==> src/rtl/rf_pkg.sv <==
// Shared widths and the pending write-back record used by the register-file write side.
// No latency of its own; holds types and constants only.
// No handshake of its own; carries no flow control.
package rf_pkg;

    localparam int REG_ADDR_WIDTH = 5;
    localparam int REG_DATA_WIDTH = 32;
    localparam int NUM_REGS       = 1 << REG_ADDR_WIDTH;

    typedef struct packed {
        logic [REG_ADDR_WIDTH-1:0] addr;
        logic [REG_DATA_WIDTH-1:0] data;
        logic                      is_load;
    } wb_req_t;

endpackage

==> src/rtl/reg_writeback_unit_if.sv <==
// Bundle between the pipeline (ALU, LSU, decode) and the register-file write side.
// No latency of its own; wires only.
// Master drives valids and queries; slave returns readies, hazards and the rf write port.
interface reg_writeback_unit_if
    import rf_pkg::*;
#(
    parameter int FIFO_DEPTH = 4
);
    localparam int CW = $clog2(FIFO_DEPTH) + 1;

    logic                      alu_wr_valid;
    logic [REG_ADDR_WIDTH-1:0] alu_wr_addr;
    logic [REG_DATA_WIDTH-1:0] alu_wr_data;
    logic                      alu_wr_ready;

    logic                      lsu_wr_valid;
    logic [REG_ADDR_WIDTH-1:0] lsu_wr_addr;
    logic [REG_DATA_WIDTH-1:0] lsu_wr_data;
    logic                      lsu_wr_ready;

    logic                      sb_set_valid;
    logic [REG_ADDR_WIDTH-1:0] sb_set_addr;

    logic [REG_ADDR_WIDTH-1:0] chk_addr1;
    logic [REG_ADDR_WIDTH-1:0] chk_addr2;
    logic                      chk_busy1;
    logic                      chk_busy2;

    logic                      rf_wr_en;
    logic [REG_ADDR_WIDTH-1:0] rf_wr_addr;
    logic [REG_DATA_WIDTH-1:0] rf_wr_data;
    logic [CW-1:0]             pending_count;

    modport master (
        output alu_wr_valid, alu_wr_addr, alu_wr_data,
        input  alu_wr_ready,
        output lsu_wr_valid, lsu_wr_addr, lsu_wr_data,
        input  lsu_wr_ready,
        output sb_set_valid, sb_set_addr,
        output chk_addr1, chk_addr2,
        input  chk_busy1, chk_busy2,
        input  rf_wr_en, rf_wr_addr, rf_wr_data, pending_count
    );

    modport slave (
        input  alu_wr_valid, alu_wr_addr, alu_wr_data,
        output alu_wr_ready,
        input  lsu_wr_valid, lsu_wr_addr, lsu_wr_data,
        output lsu_wr_ready,
        input  sb_set_valid, sb_set_addr,
        input  chk_addr1, chk_addr2,
        output chk_busy1, chk_busy2,
        output rf_wr_en, rf_wr_addr, rf_wr_data, pending_count
    );

endinterface

==> src/rtl/wb_fifo.sv <==
// In-order FIFO of write-back records: two enqueues (port 0 lands first) and one dequeue per cycle.
// Head is visible the cycle after an enqueue into an empty FIFO; head reads zero when empty.
// No internal backpressure: the caller must never enqueue beyond free space.
module wb_fifo
    import rf_pkg::*;
#(
    parameter  int DEPTH = 4,
    localparam int PW    = $clog2(DEPTH),
    localparam int CW    = PW + 1
) (
    input  logic                                  clk,
    input  logic                                  rst_n,
    input  logic                                  enq0_vld,
    input  wb_req_t                               enq0_dat,
    input  logic                                  enq1_vld,
    input  wb_req_t                               enq1_dat,
    input  logic                                  deq,
    output wb_req_t                               head_dat,
    output logic [CW-1:0]                         count,
    output logic [DEPTH-1:0]                      ent_vld,
    output logic [DEPTH-1:0][REG_ADDR_WIDTH-1:0]  ent_addr
);

    wb_req_t         mem [DEPTH];
    logic [PW-1:0]   wr_ptr;
    logic [PW-1:0]   rd_ptr;

    always_ff @(posedge clk or negedge rst_n) begin
        if (!rst_n) begin
            wr_ptr <= '0;
            rd_ptr <= '0;
            count  <= '0;
        end else begin
            wr_ptr <= wr_ptr + PW'(enq0_vld) + PW'(enq1_vld);
            rd_ptr <= rd_ptr + PW'(deq);
            count  <= count + CW'(enq0_vld) + CW'(enq1_vld) - CW'(deq);
        end
    end

    // Storage needs no reset: every read is qualified by count/ent_vld.
    always_ff @(posedge clk) begin
        if (enq0_vld)
            mem[wr_ptr] <= enq0_dat;
        if (enq1_vld)
            mem[enq0_vld ? wr_ptr + PW'(1) : wr_ptr] <= enq1_dat;
    end

    assign head_dat = (count != '0) ? mem[rd_ptr] : '0;

    always_comb begin
        ent_vld  = '0;
        ent_addr = '0;
        for (int i = 0; i < DEPTH; i++) begin
            logic [PW-1:0] off;
            off         = PW'(i) - rd_ptr;
            ent_vld[i]  = {1'b0, off} < count;
            ent_addr[i] = mem[i].addr;
        end
    end

endmodule

==> src/rtl/reg_writeback_unit.sv <==
// Register-file write side: queues ALU/LSU write-backs in order and drains one per cycle; tracks busy loads.
// A request accepted at an edge into an empty queue is written at the next edge.
// Readies come from registered occupancy only; the current cycle's drain is not credited.
module reg_writeback_unit
    import rf_pkg::*;
#(
    parameter int FIFO_DEPTH = 4
) (
    input  logic                       clk,
    input  logic                       rst_n,
    reg_writeback_unit_if.slave        bus
);

    localparam int PW = $clog2(FIFO_DEPTH);
    localparam int CW = PW + 1;
    localparam int AW = REG_ADDR_WIDTH;

    logic [CW-1:0]                 count;
    logic [CW-1:0]                 free;
    logic                          lsu_fire;
    logic                          alu_fire;
    logic                          enq0_vld;
    logic                          enq1_vld;
    wb_req_t                       enq0_dat;
    wb_req_t                       enq1_dat;
    wb_req_t                       head;
    logic                          deq;
    logic [FIFO_DEPTH-1:0]         ent_vld;
    logic [FIFO_DEPTH-1:0][AW-1:0] ent_addr;
    logic [NUM_REGS-1:0]           sb;
    logic                          hit1;
    logic                          hit2;

    assign free             = CW'(FIFO_DEPTH) - count;
    assign bus.lsu_wr_ready = free >= CW'(1);
    // A same-cycle LSU transfer takes a slot first, so the ALU then needs two.
    assign bus.alu_wr_ready = (bus.lsu_wr_valid && bus.lsu_wr_ready) ? (free >= CW'(2))
                                                                      : (free >= CW'(1));

    assign lsu_fire = bus.lsu_wr_valid && bus.lsu_wr_ready;
    assign alu_fire = bus.alu_wr_valid && bus.alu_wr_ready;
    assign enq0_vld = lsu_fire && (bus.lsu_wr_addr != '0);
    assign enq1_vld = alu_fire && (bus.alu_wr_addr != '0);
    assign enq0_dat = '{addr: bus.lsu_wr_addr, data: bus.lsu_wr_data, is_load: 1'b1};
    assign enq1_dat = '{addr: bus.alu_wr_addr, data: bus.alu_wr_data, is_load: 1'b0};
    assign deq      = count != '0;

    wb_fifo #(
        .DEPTH (FIFO_DEPTH)
    ) u_fifo (
        .clk      (clk),
        .rst_n    (rst_n),
        .enq0_vld (enq0_vld),
        .enq0_dat (enq0_dat),
        .enq1_vld (enq1_vld),
        .enq1_dat (enq1_dat),
        .deq      (deq),
        .head_dat (head),
        .count    (count),
        .ent_vld  (ent_vld),
        .ent_addr (ent_addr)
    );

    assign bus.rf_wr_en      = deq;
    assign bus.rf_wr_addr    = head.addr;
    assign bus.rf_wr_data    = head.data;
    assign bus.pending_count = count;

    // A newly issued load re-marking a register overrides the clear from its previous load draining.
    always_ff @(posedge clk or negedge rst_n) begin
        if (!rst_n) begin
            sb <= '0;
        end else begin
            for (int i = 0; i < NUM_REGS; i++) begin
                if (bus.sb_set_valid && (bus.sb_set_addr != '0) && (bus.sb_set_addr == AW'(i)))
                    sb[i] <= 1'b1;
                else if (deq && head.is_load && (head.addr == AW'(i)))
                    sb[i] <= 1'b0;
            end
        end
    end

    always_comb begin
        hit1 = 1'b0;
        hit2 = 1'b0;
        for (int i = 0; i < FIFO_DEPTH; i++) begin
            if (ent_vld[i] && (ent_addr[i] == bus.chk_addr1))
                hit1 = 1'b1;
            if (ent_vld[i] && (ent_addr[i] == bus.chk_addr2))
                hit2 = 1'b1;
        end
    end

    assign bus.chk_busy1 = (bus.chk_addr1 != '0) && (sb[bus.chk_addr1] || hit1);
    assign bus.chk_busy2 = (bus.chk_addr2 != '0) && (sb[bus.chk_addr2] || hit2);

endmodule
==> src/flat_wrapper.sv <==
// flat-port wrapper written by rule: the top's interface ports become plain ports
module reg_writeback_unit_flat import rf_pkg::*;
#(
    parameter int FIFO_DEPTH = 4
)
  (clk, rst_n, bus_alu_wr_valid, bus_alu_wr_addr, bus_alu_wr_data, bus_alu_wr_ready, bus_lsu_wr_valid, bus_lsu_wr_addr, bus_lsu_wr_data, bus_lsu_wr_ready, bus_sb_set_valid, bus_sb_set_addr, bus_chk_addr1, bus_chk_addr2, bus_chk_busy1, bus_chk_busy2, bus_rf_wr_en, bus_rf_wr_addr, bus_rf_wr_data, bus_pending_count);
  reg_writeback_unit_if #(.FIFO_DEPTH(FIFO_DEPTH)) bus_i ();
  input  logic clk;
  input  logic rst_n;
  input wire logic [$bits(bus_i.alu_wr_valid)-1:0] bus_alu_wr_valid;
  input wire logic [$bits(bus_i.alu_wr_addr)-1:0] bus_alu_wr_addr;
  input wire logic [$bits(bus_i.alu_wr_data)-1:0] bus_alu_wr_data;
  output wire logic [$bits(bus_i.alu_wr_ready)-1:0] bus_alu_wr_ready;
  input wire logic [$bits(bus_i.lsu_wr_valid)-1:0] bus_lsu_wr_valid;
  input wire logic [$bits(bus_i.lsu_wr_addr)-1:0] bus_lsu_wr_addr;
  input wire logic [$bits(bus_i.lsu_wr_data)-1:0] bus_lsu_wr_data;
  output wire logic [$bits(bus_i.lsu_wr_ready)-1:0] bus_lsu_wr_ready;
  input wire logic [$bits(bus_i.sb_set_valid)-1:0] bus_sb_set_valid;
  input wire logic [$bits(bus_i.sb_set_addr)-1:0] bus_sb_set_addr;
  input wire logic [$bits(bus_i.chk_addr1)-1:0] bus_chk_addr1;
  input wire logic [$bits(bus_i.chk_addr2)-1:0] bus_chk_addr2;
  output wire logic [$bits(bus_i.chk_busy1)-1:0] bus_chk_busy1;
  output wire logic [$bits(bus_i.chk_busy2)-1:0] bus_chk_busy2;
  output wire logic [$bits(bus_i.rf_wr_en)-1:0] bus_rf_wr_en;
  output wire logic [$bits(bus_i.rf_wr_addr)-1:0] bus_rf_wr_addr;
  output wire logic [$bits(bus_i.rf_wr_data)-1:0] bus_rf_wr_data;
  output wire logic [$bits(bus_i.pending_count)-1:0] bus_pending_count;
  assign bus_i.alu_wr_valid = bus_alu_wr_valid;
  assign bus_i.alu_wr_addr = bus_alu_wr_addr;
  assign bus_i.alu_wr_data = bus_alu_wr_data;
  assign bus_alu_wr_ready = bus_i.alu_wr_ready;
  assign bus_i.lsu_wr_valid = bus_lsu_wr_valid;
  assign bus_i.lsu_wr_addr = bus_lsu_wr_addr;
  assign bus_i.lsu_wr_data = bus_lsu_wr_data;
  assign bus_lsu_wr_ready = bus_i.lsu_wr_ready;
  assign bus_i.sb_set_valid = bus_sb_set_valid;
  assign bus_i.sb_set_addr = bus_sb_set_addr;
  assign bus_i.chk_addr1 = bus_chk_addr1;
  assign bus_i.chk_addr2 = bus_chk_addr2;
  assign bus_chk_busy1 = bus_i.chk_busy1;
  assign bus_chk_busy2 = bus_i.chk_busy2;
  assign bus_rf_wr_en = bus_i.rf_wr_en;
  assign bus_rf_wr_addr = bus_i.rf_wr_addr;
  assign bus_rf_wr_data = bus_i.rf_wr_data;
  assign bus_pending_count = bus_i.pending_count;
  reg_writeback_unit #(.FIFO_DEPTH(FIFO_DEPTH)) u_core (.clk(clk), .rst_n(rst_n), .bus(bus_i));
endmodule
==> config.mk <==
export PLATFORM = sky130hd
export DESIGN_NAME = reg_writeback_unit_flat
export DESIGN_NICKNAME = d
export VERILOG_FILES = /design/src/rtl/rf_pkg.sv /design/src/rtl/reg_writeback_unit_if.sv /design/src/rtl/wb_fifo.sv /design/src/rtl/reg_writeback_unit.sv /design/src/flat_wrapper.sv
export SDC_FILE = /design/constraint.sdc
export NUM_CORES = 1
export LEC_CHECK = 0
export BUFFER_PORTS_ARGS = -buffer_cell sky130_fd_sc_hd__buf_2
export CAP_MARGIN = 20
export CORE_AREA = 2 2 161 163
export DETAILED_ROUTE_END_ITERATION = 8
export DIE_AREA = 0 0 163 165
export GPL_TIMING_DRIVEN = 0
export PLACE_DENSITY = 0.73
export SLEW_MARGIN = 20
export SYNTH_ARGS = -nofsm -noshare
export SYNTH_HDL_FRONTEND = slang
export SYNTH_SLANG_ARGS = --single-unit
==> constraint.sdc <==
create_clock -name clk -period 4.9 [get_ports clk]
set_input_delay 0.245 -clock clk [delete_from_list [all_inputs] [get_ports clk]]
set_output_delay 0.245 -clock clk [all_outputs]
set_load 0.005 [all_outputs]
==> flow_summary.json, run 1 <==
{
  "outcome": "completed",
  "drc": 0,
  "drt_iter0_markers": 782,
  "pin_count": 139,
  "slew_viol_final": 0,
  "synth_top_area_share": 0.396,
  "cts.path.max_buffers": 2,
  "drive_gt1_frac": 0.233,
  "yosys.area.top_type": "edfxtp_1",
  "syn-mean-instance-area_um2": 11.9,
  "core_area_um2": 25000,
  "fin_tns_setup_ns": 0,
  "critPathBufInv": 4,
  "synth-edff-count": 148,
  "p_int_mw": 5.34,
  "wl_um": 29700,
  "power_density_nw_per_um2": 677,
  "fin_crit_sh": 0.821,
  "grt_overflow": 0,
  "post-cts-setup-buffers": 0,
  "initial_core_util": 0.448,
  "r2r_setup_slack_ns": 1.18,
  "grt_max_degree": 40,
  "hold_path.class": "input port to flip-flop",
  "clk_pin_slew_ns": 0.08,
  "htree_levels": 4,
  "power_mw": 8.75,
  "yosysMostFrequentCell": "nand2_1",
  "hpwl_um": 20700,
  "rsz0062_at_grt": "false",
  "dieHeight_um": 165,
  "endpoint_kind": "output port",
  "clock-sinks": 191,
  "slew_headroom": 0.373,
  "setup_viol": 0,
  "tightest_slew_ns": 0.940,
  "grt_pass1_wl_um": 46100,
  "r2r_cells": 12,
  "regArea_um2": 5500,
  "synth_seq_area_share": 0.491,
  "place_area_um2": 12300,
  "required_ns": 4.66,
  "crit_path_max_incr_delay_ns": 0.64,
  "hold_end": "u_core.sb[19]$_DFFE_PN0P_",
  "synth_area_leaders": "edfxtp_1 (40%), mux2i_1 (14%), mux4_2 (11%)",
  "detailedRoute.firstPassIterationCount": 5,
  "yosysUniqueCellTypes": 44,
  "instances_no_fill": 1436,
  "antenna_found_initial": 4,
  "die_w_um": 163,
  "power.leakage_nw": 5.65,
  "clock.fmax_mhz": 249,
  "holdPathStages": 2,
  "die-area_um2": 26900,
  "synthArstFlopShare": 0.204,
  "worstReg2RegEnd": "u_core.u_fifo.mem[1][1]$_DFFE_PP_",
  "clockRootBuffer": "clkbuf_16",
  "syn_inst": 939,
  "synth_nets": 1050,
  "fin_nets": 1203,
  "p_seq_frac": 0.359,
  "rows": 58,
  "synth_top_cells_by_count": "nand2_1 (169), mux2i_1 (155), edfxtp_1 (148)",
  "start_kind": "flip-flop",
  "vias": 8027,
  "clockPowerShare": 0.157,
  "yosys_warnings": 0,
  "p_comb_frac": 0.484,
  "min_period_ns": 4.02,
  "crit_type": "flip-flop to output port",
  "cts_buffers": 17,
  "cp_top_family": "buffers and inverters",
  "crit_fanout": 10,
  "multi_input_area_um2": 5230,
  "syn2layout_area_growth_pct": 15.3,
  "grtUsageTotal": 0.228,
  "routed_via_density": 5.59,
  "ir_drop_mv": 0.328,
  "drv_cap": 0,
  "crit_path_top_delay_cell": "clkbuf_1",
  "design_area_um2": 12900,
  "drtAntennaViolNets": 0,
  "crit_chain": "clkbuf_1 > clkbuf_1 > xnor2_1 > inv_1 > ha_1 > nand2b_1 > o2bb2ai_1 > nor4_1 > nor4_1 > o211ai_1 > buf_2",
  "synthFlopType": "edfxtp_1",
  "dp_cells": 1402,
  "ys_ff_latch": 191,
  "routedWlPerCell_um": 20.7,
  "power_switching_share": 0.389,
  "clk_latency_ns": 0.45,
  "cp_data_arrival_time_ns": 3.78,
  "switchingPower_mw": 3.40,
  "cts_tree": "built",
  "first_global_vias": 8260,
  "hold_start": "bus_sb_set_addr[2]",
  "skew_ns": 0.0166,
  "r2r-start": "u_core.u_fifo.count[0]$_DFF_PN0_",
  "fillerInstances": 2209,
  "io_buffers": 131,
  "synth_area_um2": 11200,
  "final_hold_viol_count": 0,
  "place_congestion": 0.870
}
## placed cells by master, fill, tap and decap left out, types with 4 or more instances in the layout
cell type | Yosys | routed
nand2_1 | 169 | 165
mux2i_1 | 155 | 155
buf_2 | 22 | 153
edfxtp_1 | 148 | 148
o21ai_0 | 58 | 58
mux4_2 | 55 | 55
inv_1 | 51 | 51
and2_1 | 40 | 40
dfrtp_1 | 39 | 39
xnor2_1 | 27 | 27
clkbuf_1 | 21 | 22
nand3_1 | 19 | 19
xor2_1 | 18 | 18
clkbuf_16 | 0 | 17
ha_1 | 14 | 14
buf_1 | 10 | 10
nor4_1 | 10 | 10
o21a_1 | 9 | 9
nand2b_1 | 8 | 8
nor2_1 | 6 | 6
nand3b_1 | 6 | 6
inv_8 | 0 | 6
nor3_1 | 5 | 5
buf_6 | 5 | 5
nor2b_1 | 4 | 4
o21ai_1 | 4 | 4
dfxtp_1 | 4 | 4
## how the worst max path moves through the flow
stage	start	end	slack, ns	cells after the start
floorplan	u_core.u_fifo.count[1]$_DFF_PN0_	u_core.u_fifo.mem[3][10]$_DFFE_PP_	1.30	12
global placement	u_core.u_fifo.count[0]$_DFF_PN0_	u_core.u_fifo.mem[2][5]$_DFFE_PP_	0.15	10
detailed placement	u_core.u_fifo.count[0]$_DFF_PN0_	u_core.u_fifo.mem[0][13]$_DFFE_PP_	1.19	12
CTS	u_core.u_fifo.rd_ptr[1]$_DFF_PN0_	bus_chk_busy2	0.96	11
global route	u_core.u_fifo.rd_ptr[1]$_DFF_PN0_	bus_chk_busy2	0.73	11
finish	u_core.u_fifo.rd_ptr[1]$_DFF_PN0_	bus_chk_busy2	0.88	11
## sequential cells by signal, summed over array words and instances, names as in the netlist
name                  flops
u_core.sb                32
u_core.u_fifo.rd_ptr      2
u_core.u_fifo.count       3
u_core.u_fifo.mem       152
u_core.u_fifo.wr_ptr      2
## layer usage
metal  global-route usage  vias to the layer above  wire (um)
met4               0.0595                        6        481
met1                0.292                     3961      11900
met3               0.0455                       47       2030
li1                     -                     3689          -
met2                0.398                      324      15300
met5                    0                        -         40
## per-stage QoR
stage          utilization  hold slack, ns  setup slack [ns]
6_report             0.516          0.0745             0.877
5_1_grt              0.516          0.0663             0.725
4_1_cts              0.516          0.0507             0.959
3_5_place_dp         0.493           0.424              1.19
3_3_place_gp         0.491           0.400             0.147
2_1_floorplan            -         -0.0506              1.30
## logic make-up (layout without fill, tap and decap cells)
group | count (synthesis) | count (layout) | synth area share
mux | 211 | 211 | 0.250
xor+xnor | 45 | 45 | 0.0351
buf+inv | 113 | 279 | 0.0449
simple gates | 281 | 281 | 0.117
compound gates | 81 | 81 | 0.0416
flops | 191 | 191 | 0.491
fa+ha+maj | 17 | 17 | 0.0210
other cells | 0 | 1 | 0
## layout make-up
cell class                 count  area share
timing repair buffer         134      0.0546
clock buffer                  18      0.0332
antenna                        1    0.000194
tap                          330      0.0319
inverter                      52      0.0153
multi-input combinational    635       0.405
sequential                   191       0.426
buffer                        61      0.0236
clock inverter                14      0.0110
## repair_timing
| action | 4_1_cts | 5_1_grt |
|---|---|---|
| endpoints found under the hold margin | 39 | 0 |
| hold buffers | 1 | 0 |
| resized for setup | 0 | 0 |
## power by group through the flow
stage	clock (mW)	sequential, mW	combinational [mW]
after global routing	1.44	3.21	4.60
after global placement	0	3.17	4.09
after CTS	1.38	3.14	4.26
after floorplan	0	3.05	2.84
final	1.37	3.14	4.23
after detailed placement	0	3.18	4.24
Power figures use the tool's default switching activity.
==> run 2, diff against run 1 <==
- PLACE_DENSITY: 0.73 -> 0.75
- clock period: 4.9 -> 3.57 ns (I/O delays scaled with it)
==> run 2 against run 1 <==
Against the previous run:
- clock skew down 0.0024 ns
- non-clock buffer count fell by 2
- sequential power rose by 37%
- core utilization increased by 0.46 points
- combinational power rose by 39%
- register-to-register slack worse by 1.0 ns
- clock-buffer cell count unchanged
- flip-flop and latch count unchanged
- total power rose by 39%
- critical endpoint is now u_core.u_fifo.mem[0][15]$_DFFE_PP_
- highest routed layer unchanged
==> flow_summary.json, run 2 (synthesis gave the netlist of run 1 again) <==
{
  "tightest_slew_ns": 0.875,
  "instances_no_fill": 1436,
  "startpoint": "u_core.u_fifo.count[0]$_DFF_PN0_",
  "fin_nets": 1203,
  "crit_chain": "inv_1 > ha_1 > ha_1 > or4b_1 > o211a_4 > buf_2 > nor3_2 > o21ai_1 > buf_6 > buf_6 > nand2_8 > buf_12",
  "endpoint_kind": "flip-flop",
  "hold_start": "bus_sb_set_addr[0]",
  "dp_cells": 1401,
  "first_global_vias": 8159,
  "dieHeight_um": 165,
  "top_regs": "u_core.u_fifo.mem: 152 flops, u_core.sb: 32 flops, u_core.u_fifo.count: 3 flops",
  "grt_max_degree": 40,
  "r2r-start": "u_core.u_fifo.count[0]$_DFF_PN0_",
  "top_register": "u_core.u_fifo.mem",
  "layout_common_cells": "nand2_1 (165), mux2i_1 (155), buf_2 (151)",
  "rows": 58,
  "drive_gt1_frac": 0.238,
  "fin_crit_sh": 0.959,
  "cts_tree": "built",
  "power_density_nw_per_um2": 932,
  "rsz0062_at_grt": "false",
  "crit_path_max_incr_delay_ns": 0.56,
  "final_util": 0.521,
  "final_common_cell": "nand2_1",
  "hold_path.class": "input port to flip-flop",
  "initial_core_util": 0.448,
  "crit_type": "flip-flop to flip-flop",
  "clk_latency_ns": 0.45,
  "largest_reg_flops": 152,
  "critPathBufInv": 5,
  "routed_via_density": 5.61,
  "drtAntennaViolNets": 0,
  "power.leakage_nw": 5.69,
  "cts.path.max_buffers": 2,
  "clock.fmax_mhz": 292,
  "hpwl_um": 20100,
  "grtUsageTotal": 0.224,
  "ir_drop_mv": 0.590,
  "drc": 0,
  "grt_overflow": 0,
  "antenna_found_initial": 1,
  "io_buffers": 131,
  "die-area_um2": 26900,
  "core_area_um2": 25000,
  "syn2layout_area_growth_pct": 16.3,
  "grt_pass1_wl_um": 45200,
  "setup_viol": 0,
  "start_kind": "flip-flop",
  "slew_headroom": 0.416,
  "cp_data_arrival_time_ns": 3.57,
  "required_ns": 3.72,
  "min_period_ns": 3.43,
  "routedWlPerCell_um": 20.6,
  "crit_path_top_delay_cell": "or4b_1",
  "detailedRoute.firstPassIterationCount": 5,
  "pin_count": 139,
  "wl_um": 29600,
  "clockRootBuffer": "clkbuf_16",
  "drv_cap": 0,
  "place_congestion": 0.893,
  "post-cts-setup-buffers": 0,
  "clock-sinks": 191,
  "skew_ns": 0.0142,
  "die_w_um": 163,
  "clk_pin_slew_ns": 0.07,
  "cp_top_family": "buffers and inverters",
  "final_hold_viol_count": 0,
  "htree_levels": 4,
  "vias": 8054,
  "drt_iter0_markers": 751,
  "outcome": "completed",
  "crit_fanout": 24,
  "slew_viol_final": 0,
  "cts_buffers": 17
}
-- run 2: metrics by stage --
| step | instance area [um2] | setup TNS (ns) | setup WS [ns] | power, mW | hold slack (ns) |
|---|---|---|---|---|---|
| after floorplan | 11200 | 0 | 0.0325 | 8.07 | -0.117 |
| after global placement | 12300 | -81.50 | -1.15 | 9.93 | 0.325 |
| after detailed placement | 12300 | -22.09 | -0.478 | 10.1 | 0.336 |
| after CTS | 13000 | 0 | 0.0919 | 12.1 | 0.00869 |
| after global routing | 13000 | 0 | 0.00363 | 12.9 | 0.0314 |
| final | 13000 | 0 | 0.145 | 12.2 | 0.0138 |
-- run 2: final timing paths --
| kind | slack [ns] | cells past startpoint | endpoint |
|---|---|---|---|
| max in group asynchronous | 2.57 | 2 | u_core.u_fifo.count[1]$_DFF_PN0_ |
| setup / recovery | 0.14 | 12 | u_core.u_fifo.mem[0][15]$_DFFE_PP_ |
| min in group asynchronous | 0.38 | 2 | u_core.sb[16]$_DFFE_PN0P_ |
| hold reg to reg | 0.46 | 1 | u_core.u_fifo.mem[2][0]$_SDFFE_PP0P_ |
| hold / removal | 0.01 | 3 | u_core.sb[17]$_DFFE_PN0P_ |
| setup reg to reg | 0.14 | 12 | u_core.u_fifo.mem[0][15]$_DFFE_PP_ |
-- run 2: layout make-up --
cell class / instances / area, um2
antenna: 1 / 2.50
buffer: 59 / 320
clock buffer: 18 / 429
clock inverter: 14 / 174
fill: 2163 / 12000
inverter: 52 / 198
multi-input combinational: 637 / 5310
sequential: 191 / 5500
tap: 330 / 413
timing repair buffer: 134 / 696
-- run 2: routing by layer --
metal | part of all wire | track usage
met5 | 0.00044 | 0
met4 | 0.019 | 0.0704
met1 | 0.40 | 0.282
met2 | 0.51 | 0.393
met3 | 0.068 | 0.0422
-- run 2: timing repair --
| action | CTS | global route |
|---|---|---|
| gates resized for setup | 10 | 10 |
| setup endpoints to repair | 139 | 147 |
| endpoints found under the hold margin | 40 | 0 |
| hold buffers | 2 | 0 |
| cloned | 0 | 2 |
| pin swaps | 0 | 2 |
-- run 2: worst register-to-register path: stages (launching register included) --
cell and delay, ns:
dfrtp_2 0.44, inv_1 0.12, ha_1 0.22, ha_1 0.28, or4b_1 0.56, o211a_4 0.23
buf_2 0.19, nor3_2 0.15, o21ai_1 0.15, buf_6 0.21, buf_6 0.18, nand2_8 0.16
buf_12 0.23
-- run 2: power breakdown --
part           switching [mW]  internal (mW)  total, mW
Sequential              0.492           3.81       4.30
Combinational            3.26           2.62       5.88
Clock                   0.920           1.06       1.98
==> run 3, diff against run 2 <==
- CTS_CLUSTER_SIZE: default -> 12
- GPL_ROUTABILITY_DRIVEN: default -> 0
- REMOVE_ABC_BUFFERS: default -> 1
==> run 3 against run 2 <==
Against the previous run:
- total power is 0.11% lower
- critical endpoint is now u_core.u_fifo.mem[2][16]$_DFFE_PP_
- clock skew is 0.0022 ns lower
- clock power is 4% lower
- sequential power is 4% higher
- setup slack better by 0.040 ns
- critical path type unchanged
- highest routed layer unchanged
- non-clock buffer count is 34 lower
==> flow_summary.json, run 3 (synthesis gave the netlist of run 1 again) <==
{
  "tightest_slew_ns": 0.928,
  "die-area_um2": 26900,
  "crit_path_max_incr_delay_ns": 0.52,
  "endpoint_kind": "flip-flop",
  "cp_top_family": "simple AND/OR/NAND/NOR gates",
  "drc": 0,
  "crit_chain": "inv_1 > ha_1 > ha_1 > or4b_1 > o211a_4 > and3_1 > o21ai_4 > nand2_8",
  "vias": 8031,
  "layout_common_cells": "nand2_1 (165), mux2i_1 (155), edfxtp_1 (148)",
  "clockPowerShare": 0.157,
  "skew_ns": 0.0121,
  "pre_cts_slack_ns": -0.0554,
  "io_buffers": 138,
  "core_area_um2": 25000,
  "die_w_um": 163,
  "holdPathStages": 3,
  "grtUsageTotal": 0.219,
  "clock.fmax_mhz": 295,
  "r2r-start": "u_core.u_fifo.count[0]$_DFF_PN0_",
  "ir_drop_mv": 0.488,
  "required_ns": 3.64,
  "routedWlPerCell_um": 20.7,
  "grt_pass1_wl_um": 44600,
  "p_comb_frac": 0.476,
  "hold_end": "u_core.sb[17]$_DFFE_PN0P_",
  "final_common_cell": "nand2_1",
  "pin_count": 139,
  "hold_start": "bus_sb_set_addr[0]",
  "top_register": "u_core.u_fifo.mem",
  "slew_headroom": 0.381,
  "p_int_mw": 7.47,
  "routed_via_density": 5.74,
  "setup_viol": 0,
  "drt_iter0_markers": 781,
  "detailedRoute.firstPassIterationCount": 5,
  "final_hold_viol_count": 0,
  "rows": 58,
  "power.leakage_nw": 5.70,
  "grt_max_degree": 43,
  "cts_tree": "built",
  "min_period_ns": 3.39,
  "switchingPower_mw": 4.68,
  "wl_um": 29000,
  "start_kind": "flip-flop",
  "cp_data_arrival_time_ns": 3.45,
  "drive_gt1_frac": 0.246,
  "crit_fanout": 37,
  "hold_path.class": "input port to flip-flop",
  "r2r_setup_slack_ns": 0.18,
  "grt_overflow": 0,
  "slew_viol_final": 0,
  "fin_nets": 1167,
  "worstReg2RegEnd": "u_core.u_fifo.mem[2][16]$_DFFE_PP_",
  "clk_latency_ns": 0.44,
  "fin_crit_sh": 0.948,
  "outcome": "completed",
  "power_density_nw_per_um2": 928,
  "r2r_cells": 8,
  "cts_buffers": 17,
  "largest_reg_flops": 152,
  "antenna_found_initial": 5,
  "drtAntennaViolNets": 0,
  "crit_top_cell": "ha_1",
  "first_global_vias": 8225,
  "clk_pin_slew_ns": 0.08,
  "power_switching_share": 0.385,
  "dieHeight_um": 165,
  "clockRootBuffer": "clkbuf_16",
  "rsz0062_at_grt": "false",
  "drv_cap": 0,
  "crit_path_top_delay_cell": "o21ai_4",
  "critPathBufInv": 1,
  "htree_levels": 4,
  "p_seq_frac": 0.367,
  "crit_type": "flip-flop to flip-flop",
  "fin_tns_setup_ns": 0,
  "initial_core_util": 0.448,
  "syn2layout_area_growth_pct": 16.8,
  "cts.path.max_buffers": 2,
  "fin_ws_ns": 0.185,
  "hpwl_um": 19200,
  "top_regs": "u_core.u_fifo.mem: 152 flops, u_core.sb: 32 flops, u_core.u_fifo.count: 3 flops",
  "clock-sinks": 191
}
## run 3: changes by cell type in the layout (fill, tap and decap cells not counted), moves of 6 or more
cell      before  now
buf_16         0    7
buf_2        151  138
buf_6          8    0
clkbuf_1      17    0
buf_4          1    7
buf_1         10    0
## run 3: timing repair
item	4_1_cts	5_1_grt
hold buffers	1	0
endpoints found under the hold margin	39	0
setup endpoints to repair	37	111
buffers inserted	0	7
pin swaps	0	1
resized for setup	1	2
gates cloned	0	0
## run 3: power groups by stage
stage | Clock (mW) | Combinational [mW] | Sequential (mW)
finish | 1.91 | 5.78 | 4.46
global placement | 0 | 5.42 | 4.61
CTS | 1.93 | 5.74 | 4.47
global route | 1.99 | 6.23 | 4.58
detailed placement | 0 | 5.70 | 4.52
floorplan | 0 | 3.68 | 4.35
## run 3: layer usage
metal | track usage | up-vias | part of all wire
met5 | 0 | - | 0.0019
met4 | 0.0764 | 8 | 0.019
met3 | 0.0475 | 53 | 0.074
met2 | 0.388 | 331 | 0.51
met1 | 0.266 | 4016 | 0.39
li1 | - | 3623 | -
## run 3: worst max path at each step
stage | startpoint | cells past startpoint | slack [ns] | endpoint
final | u_core.u_fifo.count[0]$_DFF_PN0_ | 8 | 0.18 | u_core.u_fifo.mem[2][16]$_DFFE_PP_
after global routing | u_core.u_fifo.count[0]$_DFF_PN0_ | 9 | 0.04 | u_core.u_fifo.mem[1][21]$_DFFE_PP_
after CTS | u_core.u_fifo.count[0]$_DFF_PN0_ | 8 | 0.05 | u_core.u_fifo.mem[2][21]$_DFFE_PP_
after detailed placement | u_core.u_fifo.count[0]$_DFF_PN0_ | 9 | -0.06 | u_core.u_fifo.mem[0][28]$_DFFE_PP_
after global placement | u_core.u_fifo.count[0]$_DFF_PN0_ | 8 | -6.37 | u_core.u_fifo.mem[2][25]$_DFFE_PP_
after floorplan | u_core.u_fifo.count[1]$_DFF_PN0_ | 8 | -3.09 | u_core.u_fifo.mem[2][10]$_DFFE_PP_
## run 3: area by class of cell
class	count	area (um2)
fill	2143	11900
sequential	191	5510
multi-input combinational	635	5310
timing repair buffer	159	1070
clock buffer	17	425
tap	330	413
inverter	52	198
clock inverter	14	166
antenna	2	5.00
## run 3: per-stage QoR
step                      std cells  cell area [um2]  hold WS, ns   util  power, mW
after floorplan                 878            10900       -0.117      -       8.03
after global placement         1346            12000        0.357  0.480       10.0
after detailed placement       1359            12400        0.369  0.496       10.2
after CTS                      1391            13000      0.00368  0.520       12.1
after global routing           1398            13100      0.00863  0.523       12.8
final                          1400            13100       0.0317  0.523       12.1
## run 3: worst register-to-register path: cells and delay by family, from the launching register on
kind	cells	cell delay [ns]
AO/OA/AOI/OAI	2	0.76
adder cells (fa/ha/maj)	2	0.50
buffers and inverters	1	0.14
flip-flops	1	0.47
AND/OR/NAND/NOR	3	1.11
